===== src/rtl/wb_commit_unit.sv =====
// Writeback commit stage: sub-word load extraction, GPR write port, HI/LO pair with
// same-cycle bypass. Define WB_RETIRE_CNT_EN to build the retired-instruction counter.
module wb_commit_unit #(
  parameter int DW = 32,
  parameter int RW = 5
) (
  input  logic            clk,
  input  logic            reset,
  input  logic            validW,
  input  logic            RegWriteW,
  input  logic            MemtoRegW,
  input  logic            hilowriteW,
  input  logic [2:0]      loadtypeW,
  input  logic [DW-1:0]   aluoutW,
  input  logic [DW-1:0]   readdataW,
  input  logic [2*DW-1:0] hiloresW,
  input  logic [RW-1:0]   writeregW,
  output logic            rf_we,
  output logic [RW-1:0]   rf_waddr,
  output logic [DW-1:0]   rf_wdata,
  output logic [DW-1:0]   resultW,
  output logic [DW-1:0]   hi_o,
  output logic [DW-1:0]   lo_o,
  output logic            adel_o,
  output logic [31:0]     retire_cnt
);

  localparam logic [2:0] LT_LB  = 3'd1;
  localparam logic [2:0] LT_LBU = 3'd2;
  localparam logic [2:0] LT_LH  = 3'd3;
  localparam logic [2:0] LT_LHU = 3'd4;

  logic [1:0]    addr;
  logic [7:0]    ld_byte;
  logic [15:0]   ld_half;
  logic [DW-1:0] ld_data;
  logic          misaligned;
  logic          hilo_wr;

  logic [DW-1:0] hi_q, hi_d;
  logic [DW-1:0] lo_q, lo_d;
  logic          adel_q, adel_d;

  assign addr    = aluoutW[1:0];
  assign hilo_wr = validW & hilowriteW;

  // Reserved load types decode exactly like LW, including the alignment rule.
  always_comb begin
    ld_byte = readdataW[{addr, 3'b000} +: 8];
    ld_half = addr[1] ? readdataW[31:16] : readdataW[15:0];
    ld_data = readdataW;
    case (loadtypeW)
      LT_LB:   ld_data = {{(DW-8){ld_byte[7]}}, ld_byte};
      LT_LBU:  ld_data = {{(DW-8){1'b0}}, ld_byte};
      LT_LH:   ld_data = {{(DW-16){ld_half[15]}}, ld_half};
      LT_LHU:  ld_data = {{(DW-16){1'b0}}, ld_half};
      default: ld_data = readdataW;
    endcase
  end

  // Alignment only matters when the result actually comes from memory.
  always_comb begin
    misaligned = 1'b0;
    if (MemtoRegW) begin
      case (loadtypeW)
        LT_LB, LT_LBU: misaligned = 1'b0;
        LT_LH, LT_LHU: misaligned = addr[0];
        default:       misaligned = (addr != 2'b00);
      endcase
    end
  end

  assign resultW  = MemtoRegW ? ld_data : aluoutW;
  assign rf_wdata = resultW;
  assign rf_waddr = writeregW;
  assign rf_we    = validW & RegWriteW & (writeregW != '0) & ~misaligned & reset;

  always_comb begin
    hi_d   = hi_q;
    lo_d   = lo_q;
    adel_d = validW & misaligned;
    if (hilo_wr) begin
      hi_d = hiloresW[2*DW-1:DW];
      lo_d = hiloresW[DW-1:0];
    end
  end

  always_ff @(posedge clk) begin
    if (!reset) begin
      hi_q   <= '0;
      lo_q   <= '0;
      adel_q <= 1'b0;
    end else begin
      hi_q   <= hi_d;
      lo_q   <= lo_d;
      adel_q <= adel_d;
    end
  end

  assign hi_o   = hilo_wr ? hiloresW[2*DW-1:DW] : hi_q;
  assign lo_o   = hilo_wr ? hiloresW[DW-1:0]    : lo_q;
  assign adel_o = adel_q;

`ifdef WB_RETIRE_CNT_EN
  logic [31:0] cnt_q, cnt_d;

  always_comb begin
    cnt_d = cnt_q;
    if (validW && !misaligned) cnt_d = cnt_q + 32'd1;
  end

  always_ff @(posedge clk) begin
    if (!reset) cnt_q <= '0;
    else        cnt_q <= cnt_d;
  end

  assign retire_cnt = cnt_q;
`else
  assign retire_cnt = '0;
`endif

endmodule


===== config.mk =====
export PLATFORM = sky130hd
export DESIGN_NAME = wb_commit_unit
export DESIGN_NICKNAME = d
export VERILOG_FILES = /design/src/rtl/wb_commit_unit.sv
export SDC_FILE = /design/constraint.sdc
export NUM_CORES = 1
export LEC_CHECK = 0
export BUFFER_PORTS_ARGS = -buffer_cell sky130_fd_sc_hd__buf_2
export CORE_AREA = 3 3 118 120
export DETAILED_ROUTE_END_ITERATION = 6
export DIE_AREA = 0 0 121 123
export PLACE_DENSITY = 0.65
export SLEW_MARGIN = 20
export SYNTH_ARGS = -nofsm -noshare
export SYNTH_HDL_FRONTEND = slang
export SYNTH_SLANG_ARGS = --single-unit

===== constraint.sdc =====
create_clock -name clk -period 3.1 [get_ports clk]
set_clock_uncertainty 0.2 [all_clocks]
set_input_delay 0.62 -clock clk [delete_from_list [all_inputs] [get_ports clk]]
set_output_delay 0.62 -clock clk [all_outputs]
set_load 0.01 [all_outputs]

==> run metrics <==
status=completed; most used cell along the critical path=buf_2; Longest Clk Path Bufs=2; fin crit share=0.978; worst setup path end=rf_wdata[18]; worst relative slew slack=0.655; post-synthesis mux area share=0.219; Clock Pin Slew Worst Setup and Hold Paths=0.05 ns; initial antenna violation count=1; Synth Instances=approximately 430; Vias/cell=~4.6; Adder-Cell Fraction of Synth Area=0; top post-synthesis cells by area=dfxtp_1 (32%), mux2_2 (19%), buf_4 (13%); WL per Instance=16.1 um; top-area cell type share of the netlist area=0.318; final setup TNS=0 ns; boundary pin count=roughly 310; Util after Layout=0.436; routability cong.=between 0.9 and 1; vias in the first global route=between 3000 and 4000; Yosys reg bits=between 60 and 70; core area=approximately 13000 um2; post-synthesis sequential area ratio=0.318; Max-cap violations=0; CP required=~2.3 ns; internal reg-to-reg setup slack=2.05 ns; fin. max-slew vios=0; Synth area leader=dfxtp_1; post-synthesis area per instance=~9.6 um2; largest net degree at the start of global routing=between 60 and 70; fillcell total=~1300; cells along the critical path=buf_2, mux4_2, mux2i_4, nor3_4, buf_12, a221o_1, buf_2; RSZ-0062 raised after global routing=no; slowest stage delay, CP=slightly below 0.6 ns; f_max=between 300 and 400 MHz; reg2reg start=lo_q[5]; die height=roughly 120 um; asr flop ratio synth=0; share of post-route cells with drive strength above 1=0.592; CTS tree=yes; clk_lat worst skew=between 0.3 and 0.4 ns; EDFF count, synth=0; first-pass GRT wire length=19500 um; CTS root buf=clkbuf_16; DRT iter0 DRCs=between 200 and 250; Initial Utilization=0.312; post-synthesis compound-gate area fraction=0.140; Finish-stage setup viols=0; Max FO, Critical Path=16; reg2reg path depth=2; Hold Crit Class=flip-flop to flip-flop; Slew @ Worst Pin=around 0.52 ns; DP HPWL=between 10000 and 15000 um; Total Routing Usage GR=0.168; Synth Area in XOR/XNOR=0.00214; die width=around 120 um; ys flop type=dfxtp_1; Worst Path Arrival=approximately 2.2 ns; Min Clock Period, post-route=3.03 ns; P&R area growth vs syn=39.5%; Slowest cell on crit path=mux4_2; remaining antenna violation count after routing=0; Worst setup EP type=primary output; Ys Warns=0; total grt overflow=0; VDD IR max=~0.23 mV; drt pass-1 iters=4; LEAKAGE=2.93 nW; most common cell after layout, fill and taps aside=buf_2; largest family of logic cells by synthesized area=multiplexers; I/O Buffers=approximately 280; crit path launch type=input pin; origin of the worst setup path=aluoutW[1]; DR vias=3903; PD cells=~470 nW/um2; wirelength, routed=between 10000 and 15000 um; Post-Syn Area=between 4000 and 5000 um2; Synth Area in Simple Gates=0.152; Post-route DRC=0; clk sinks=between 60 and 70; Critical path buffers and inverters=3; WS Path Type=input pin to primary output; H-tree levels=3; R2R Path End=lo_q[5]; TritonCTS buffer count=9; CP top delay family=multiplexers; nets=around 810; Final Hold Fails=0; commonest cells after routing, fill and taps aside=buf_2 (276), mux2_2 (70), and2_1 (65), dfxtp_1 (65), conb_1 (32); WP depth=7; Synth cell types=49; site row count=42; Die ar.=~15000 um2
-- metal layers --
layer	track usage	wire length, um	up-vias
li1	-	-	1900
met3	0.0499	1120	14
met2	0.265	6610	171
met1	0.224	5720	1818
met4	0.0446	224	0
met5	0	0	-
-- worst min-delay path by stage --
stage,start,end,cells past startpoint
3_5_place_dp,lo_q[18],lo_q[18],2
4_1_cts,lo_q[18],lo_q[18],2
2_1_floorplan,hi_q[0],hi_q[0],2
3_3_place_gp,lo_q[6],lo_q[6],2
5_1_grt,hi_q[24],hi_q[24],2
6_report,lo_q[16],lo_q[16],2
-- synthesized netlist by cell type (all sizes together) (5+ instances only) --
library cell / n
o21ai: 11
clkbuf: 21
a221o: 16
and2: 66
nor2: 9
inv: 6
mux2: 70
o211ai: 5
dfxtp: 65
a211oi: 6
o221a: 5
nand2: 5
mux2i: 7
nor4b: 5
a21oi: 12
buf: 79
-- state kept, by name, summed over array words and instances (netlist names) --
name and count:
lo_q 32, hi_q 32, adel_o 1
-- power by group --
part / leakage (nW) / switching, W / total, W / internal [W]
clock: 0.159 / 0.000363 / 0.00109 / 0.000728
combinational: 2.24 / 0.000368 / 0.000705 / 0.000337
sequential: 0.532 / 0.00000878 / 0.000885 / 0.000876
total: 2.93 / 0.000740 / 0.00268 / 0.00194
-- tightest hold or removal path, delay by kind of cell, from the launching register on --
family,cells,cell delay [ns]
DFF,1,0.30
muxes,1,0.14
and+or+nand+nor,1,0.11
-- kinds of logic (layout without fill, tap and decap cells) --
logic type      count (synthesis)  after routing
xor+xnor                        1              1
compound gates                 75             75
mux                            78             78
other cells                     1             33
buf+inv                       106            320
flops                          65             65
simple gates                  100            100
-- layout make-up --
| class | count | area (um2) | area share |
|---|---|---|---|
| Clock inverter | 6 | 90.1 | 0.0158 |
| Tap cell | 176 | 220 | 0.0386 |
| Sequential cell | 65 | 1300 | 0.228 |
| Antenna cell | 1 | 2.50 | 0.000439 |
| Inverter | 6 | 22.5 | 0.00395 |
| Multi-Input combinational cell | 286 | 2230 | 0.391 |
| Clock buffer | 10 | 239 | 0.0419 |
| Timing Repair Buffer | 298 | 1600 | 0.280 |
-- per-stage QoR --
stage / std cells / hold WS [ns] / instance area [um2] / setup WS [ns] / total power (W)
after floorplan: 457 / 0.398 / 4200 / 0.0807 / 0.00137
after global placement: 831 / 0.357 / 5340 / 0.0599 / 0.00160
after detailed placement: 831 / 0.362 / 5340 / 0.0398 / 0.00161
after CTS: 847 / 0.374 / 5670 / 0.0381 / 0.00272
after global routing: 848 / 0.389 / 5700 / 0.0479 / 0.00282
final: 848 / 0.372 / 5700 / 0.0687 / 0.00268
-- timing repair --
item	in CTS	in global routing
endpoints found under the setup margin	0	10
gates resized for setup	0	3
hold buffers	0	0
setup buffers	0	1
No activity file was read; power rests on OpenSTA's default activity.
